## src/rtl/stage_if_fetch.sv

```systemverilog
`default_nettype none
// ============================================================================
// Module      : stage_if_fetch
// Description : ARM pipeline instruction-fetch stage. Owns the PC, fetches
//               words from a variable-latency instruction memory over a
//               req/ready handshake, and hands {inst, pcOut, valid} to the
//               IF/ID register. Supports hazard freeze and EX-stage branch
//               redirects, including redirects that land mid-fetch.
// Revision    : 1.0 - initial release
// ============================================================================
module stage_if_fetch #(
  parameter logic [31:0] RESET_PC = 32'd0,
  parameter logic [31:0] PC_STEP  = 32'd4
) (
  input  logic        clk,
  input  logic        rst,          // asynchronous, active-low
  input  logic        freeze,
  input  logic        branchTaken,
  input  logic [31:0] branchAddr,
  output logic        imemReq,
  output logic [31:0] imemAddr,
  input  logic        imemReady,
  input  logic [31:0] imemData,
  output logic [31:0] inst,
  output logic [31:0] pcOut,
  output logic        valid
);

  // FETCH: request at pc. HOLD: a word was captured under freeze and waits
  // for the stall to clear. DRAIN: a redirect arrived while a request was
  // outstanding; the old request must complete before the new target issues.
  typedef enum logic [1:0] {
    FETCH = 2'd0,
    HOLD  = 2'd1,
    DRAIN = 2'd2
  } state_t;

  state_t      state;
  logic [31:0] pc;
  logic [31:0] hold_inst;
  logic [31:0] hold_pc;
  logic [31:0] drain_addr;
  logic [31:0] pc_next_seq;

  // Sequential successor; 32-bit arithmetic wraps silently.
  assign pc_next_seq = pc + PC_STEP;

  // Request is derived from state and forced low while reset is held, so the
  // memory never sees a request during reset. In DRAIN the abandoned address
  // is kept on the bus until the memory completes it.
  always_comb begin
    imemReq  = rst && (state != HOLD);
    imemAddr = (state == DRAIN) ? drain_addr : pc;
  end

  // Fetch state machine, PC, capture buffers and registered IF/ID outputs.
  always_ff @(posedge clk or negedge rst) begin
    if (!rst) begin
      state      <= FETCH;
      pc         <= RESET_PC;
      inst       <= 32'd0;
      pcOut      <= 32'd0;
      valid      <= 1'b0;
      hold_inst  <= 32'd0;
      hold_pc    <= 32'd0;
      drain_addr <= 32'd0;
    end else if (branchTaken) begin
      // Redirect outranks freeze and capture: squash whatever is in flight
      // or held, and emit a bubble.
      pc    <= branchAddr;
      valid <= 1'b0;
      case (state)
        FETCH: begin
          if (!imemReady) begin
            drain_addr <= pc;
            state      <= DRAIN;
          end
        end
        HOLD:    state <= FETCH;
        DRAIN:   if (imemReady) state <= FETCH;
        default: state <= FETCH;
      endcase
    end else begin
      case (state)
        FETCH: begin
          if (imemReady) begin
            pc <= pc_next_seq;
            if (freeze) begin
              // Park the word; IF/ID must not change while stalled.
              hold_inst <= imemData;
              hold_pc   <= pc_next_seq;
              state     <= HOLD;
            end else begin
              inst  <= imemData;
              pcOut <= pc_next_seq;
              valid <= 1'b1;
            end
          end else if (!freeze) begin
            valid <= 1'b0;
          end
        end
        HOLD: begin
          if (!freeze) begin
            inst  <= hold_inst;
            pcOut <= hold_pc;
            valid <= 1'b1;
            state <= FETCH;
          end
        end
        DRAIN: begin
          // Completion of the stale request is discarded; pc already holds
          // the redirect target.
          if (imemReady) state <= FETCH;
          if (!freeze)   valid <= 1'b0;
        end
        default: state <= FETCH;
      endcase
    end
  end

endmodule
`default_nettype wire

```

## config.mk

```make
export PLATFORM = sky130hd
export DESIGN_NAME = stage_if_fetch
export DESIGN_NICKNAME = d
export VERILOG_FILES = /design/src/rtl/stage_if_fetch.sv
export SDC_FILE = /design/constraint.sdc
export NUM_CORES = 1
export LEC_CHECK = 0
export ABC_AREA = 1
export CAP_MARGIN = 20
export CORE_UTILIZATION = 53
export DETAILED_ROUTE_END_ITERATION = 10
export GPL_ROUTABILITY_DRIVEN = 0
export GPL_TIMING_DRIVEN = 0
export PLACE_DENSITY = 0.77
export SYNTH_ARGS = -nofsm -noshare
export SYNTH_HDL_FRONTEND = slang
export SYNTH_SLANG_ARGS = --single-unit
```

## constraint.sdc

```tcl
create_clock -name clk -period 2 [get_ports clk]
set_input_delay 0.3 -clock clk [delete_from_list [all_inputs] [get_ports clk]]
set_output_delay 0.3 -clock clk [all_outputs]
set_load 0.02 [all_outputs]
```

==> metrics.md <==
| Metric | Value |
|---|---|
| Total power draw | `18.1 mW` |
| Slew of the pin with the lowest slew margin | `about 0.64 ns` |
| Max Slew Vio Count | `0` |
| Leak pwr | `5.98 nW` |
| Antenna diode count | `0` |
| Library cell appearing most often on the critical path | `clkbuf_16` |
| Critical path peak fanout | `7` |
| Post-Synthesis Cells | `between 1k and 1.5k` |
| Horiz. Die Dim | `135 um` |
| Arrival @ worst endpoint | `1.73 ns` |
| Clock sink count | `195` |
| Synthesized-area fraction occupied by and/or/nand/nor cells | `30.1%` |
| Vias per Instance | `5.45` |
| TritonCTS clock tree | `built` |
| Warnings, synthesis | `0` |
| Number of placement rows | `48` |
| Pwr Density | `1470 nW/um^2` |
| Slowest cell delay on critical path | `0.40 ns` |
| Number of buffers added by the clock tree synthesis step | `17` |
| Critical path capture point type | `output port` |
| Violated checks | `design-rule violations, negative hold slack, negative setup slack` |
| Post-synthesis share of cell area spent on xor and xnor gates | `0.657%` |
| Total length of routed wires | `27.6 mm` |
| Main area contributors after synthesis | `dfrtp_1 (52%), nand2_1 (21%), o21ai_0 (4.8%)` |
| Launching element type of the critical path | `register` |
| Number of port buffers | `around 170` |
| Cell family contributing the most delay on the critical path | `buffers and inverters` |
| Post-route DRC violation count | `1` |
| Largest area contributor in the netlist | `dfrtp_1` |
| Average routed wire per standard cell | `around 17 um` |
| R2r setup slk | `0.07 ns` |
| Synthesized area per cell | `about 7.7 um^2` |
| Skew-Pair Late Insertion Delay | `0.44 ns` |
| Seq. cell area | `4880 um^2` |
| Number of global-route vias before repair | `8,392` |
| First-pass detailed-route iteration total | `9` |
| Highest-delay cell along the critical path | `dfrtp_1` |
| Type of the worst min-delay path | `input pin to async pin` |
| Synthesis-stage register bit count | `195` |
| Global-route wire length before repair | `42.9 mm` |
| Fill cell instance count of the final layout | `~1.3k` |
| Fraction of the mapped netlist area in adder cells | `less than 1%` |
| Critical path class | `register to output port` |
| IO Count | `167` |
| Buffer depth of the longest clock path | `2` |
| Total of endpoints with negative setup slack in the final report | `13` |
| Total number of H-tree levels | `4` |
| Nets@finish | `about 1.5k` |
| Result of the run | `complete, but fails checks` |
| Number of distinct library cells after synthesis | `29` |
| CP startpoint | `state[0]` |
| Number of enable flip-flop cells after synthesis | `0` |
| Count of endpoints failing hold in the final timing report | `80` |
| Multi-input gate area in the final layout | `4180 um^2` |
| Overall die height | `around 130 um` |
| Area share of the largest cell type after synthesis | `52.3%` |
| Antenna violations before repair | `0` |
| Share of cells above drive strength 1 | `13.3%` |
| Starting DRC count in detailed routing | `864` |
| Placement Setup Slack | `-0.656 ns` |
| Required time at the endpoint of the critical path | `about 1.7 ns` |
| R2r startpoint | `state[1]` |
| Max-capacitance violation count | `0` |
| Critical path, cell by cell | `inv_2 -> ha_4 -> clkbuf_16 -> clkbuf_16 -> nand2_2 -> o21ai_1 -> buf_4` |
| Final hold slack | `-0.188 ns` |
| Post-placement cell count | `1,607` |
| Instance area at placement | `11,300 um^2` |
| Post-synth net total | `1,288` |
| Clock transition at the registers of the reported paths | `0.07 ns` |
| Post-Layout Cell Count | `1,647` |
| Worst path buffer plus inverter count | `4` |
| HPWL after DPL | `between 15 and 20 mm` |
| Starting density of the core | `54.2%` |
| Min Clock Period, post-route | `a little over 2 ns` |
| Grt total ovfl | `0` |
| Final setup margin | `-0.0333 ns` |
| Worst Skew | `around 0.0070 ns` |
| Overall fraction of global-route tracks in use | `31.0%` |
| Floorplan Core Area | `17,200 um^2` |
| Max transition margin | `57.0%` |
| Signed area change from the synthesized netlist to the final layout | `32.6%` |
| Period utilization | `102%` |
| Root Buffer Master | `clkbuf_16` |
| Maximum clock frequency | `492 MHz` |
| Dominant combinational cell family by area after synthesis | `simple AND/OR/NAND/NOR gates` |
| Number of nets with antenna violations after routing | `0` |
| Most used flip-flop cell after synthesis | `dfrtp_1` |
| Pin count of the biggest net entering global routing | `83` |
| Post-synthesis compound-gate area fraction | `a little under an eighth` |
| Syn Std Cell Area | `9340 um^2` |
| Sequential element share of the synthesized area | `52.3%` |
| Share of synthesized flip-flops with an asynchronous set or reset | `100%` |
| Post-route design area | `12,400 um^2` |
| Max VDD drop | `0.000849 V` |
| Unrepaired setup endpoints after global routing | `true` |
| Area of the die | `18,100 um^2` |
| Share of cell area taken by muxes after synthesis | `0%` |
| Share of the core filled with cells in the final layout | `71.8%` |
| Total number of vias | `8,976` |
[where the power goes]
part / total [mW] / switching, mW / leakage [nW] / internal, mW
Combinational: 7.65 / 4.38 / 3.29 / 3.26
Sequential: 6.71 / 1.09 / 2.39 / 5.62
Clock: 3.79 / 1.65 / 0.306 / 2.13
[cells in the mapped netlist, types with 3 or more instances]
| cell type | n |
|---|---|
| ha_1 | 4 |
| a31oi_1 | 42 |
| nand2_1 | 518 |
| and2_1 | 8 |
| o21bai_1 | 5 |
| nand3_1 | 52 |
| nor2_1 | 111 |
| nor2_4 | 6 |
| inv_2 | 4 |
| xor2_1 | 7 |
| o211ai_1 | 10 |
| o21ai_1 | 25 |
| buf_2 | 26 |
| nor2_2 | 4 |
| dfrtp_1 | 195 |
| a21oi_1 | 8 |
| inv_1 | 51 |
| clkbuf_1 | 32 |
| buf_1 | 3 |
| o21ai_0 | 90 |
[timing repair]
item | 4_1_cts | 5_1_grt
pin swaps | 1 | 1
hold endpoints to repair | 80 | 80
gates resized for setup | 260 | 89
setup endpoints to repair | 50 | 142
gates cloned | 5 | 0
buffers inserted | 1 | 2
[sequential cells by signal, indices dropped and copies added (netlist names)]
name and flops:
hold_pc 32, valid 1, pcOut 32, drain_addr 32, pc 32, hold_inst 32
state 2, inst 32
[cell families (layout without fill, tap and decap cells)]
group	after synthesis	in the layout
fa+ha+maj	4	4
xor+xnor	7	7
simple gates	704	704
flops	195	195
buf+inv	118	325
compound gates	187	187
[cell usage in the layout, fill, tap and decap left out, types with 4 or more instances in the layout]
master / synthesis / layout
clkbuf_2: 0 / 12
clkbuf_4: 0 / 4
nand2_4: 1 / 12
clkdlybuf4s50_1: 0 / 132
dfrtp_1: 195 / 195
o211ai_1: 10 / 10
o21ai_0: 90 / 60
clkbuf_16: 0 / 21
nor2_4: 6 / 7
bufinv_16: 0 / 4
o21ai_2: 2 / 17
a31oi_1: 42 / 42
inv_2: 4 / 6
a21oi_1: 8 / 8
nand2_2: 2 / 15
buf_4: 2 / 24
and2_1: 8 / 8
buf_6: 0 / 15
nand3_1: 52 / 52
xor2_1: 7 / 7
buf_2: 26 / 23
o21ai_1: 25 / 39
nor2_1: 111 / 111
nand2_1: 518 / 494
o21bai_1: 5 / 5
inv_1: 51 / 49
clkinv_4: 0 / 4
clkbuf_1: 32 / 15
[through the flow]
step	hold slack (ns)	setup TNS, ns
2_1_floorplan	0.00441	0
3_5_place_dp	0.320	-25.15
6_report	-0.188	-0.152
4_1_cts	-0.141	-0.138
5_1_grt	-0.126	-1.88
3_3_place_gp	0.454	-1484.17
[metal layers]
metal  GRT usage (%)  vias up  wire (um)
li1                -     4277          -
met1            43.1     4202      11800
met2            49.6      440      12900
met3            5.37       57       2300
met4            9.93        0        607
met5               0        -          0
[final cells by class]
type                    count  share of cell area, %
inverters                  55                   1.67
clock inverters            15                   1.82
repair buffers            175                   14.3
multi-input cells         902                   33.7
flip-flops and latches    195                   39.4
well taps                 225                   2.27
plain buffers              63                   3.29
clock buffers              17                   3.44
[worst paths after layout]
| path | to | cells after the start |
|---|---|---|
| max | imemAddr[14] | 7 |
| min | hold_inst[23] | 1 |
| max reg2reg | hold_inst[30] | 9 |
| min reg2reg | hold_inst[2] | 2 |
| max in group asynchronous | pc[23] | 2 |
| min in group clk | pc[30] | 3 |
[worst register-to-register path, delay by kind of cell, from the launching register on]
| kind | cells | cell delay [ns] |
|---|---|---|
| DFF | 1 | 0.41 |
| buffers and inverters | 4 | 0.60 |
| and+or+nand+nor | 4 | 0.52 |
| adders and majority gates | 1 | 0.28 |
Note: power is estimated with default switching activity, not from simulation.
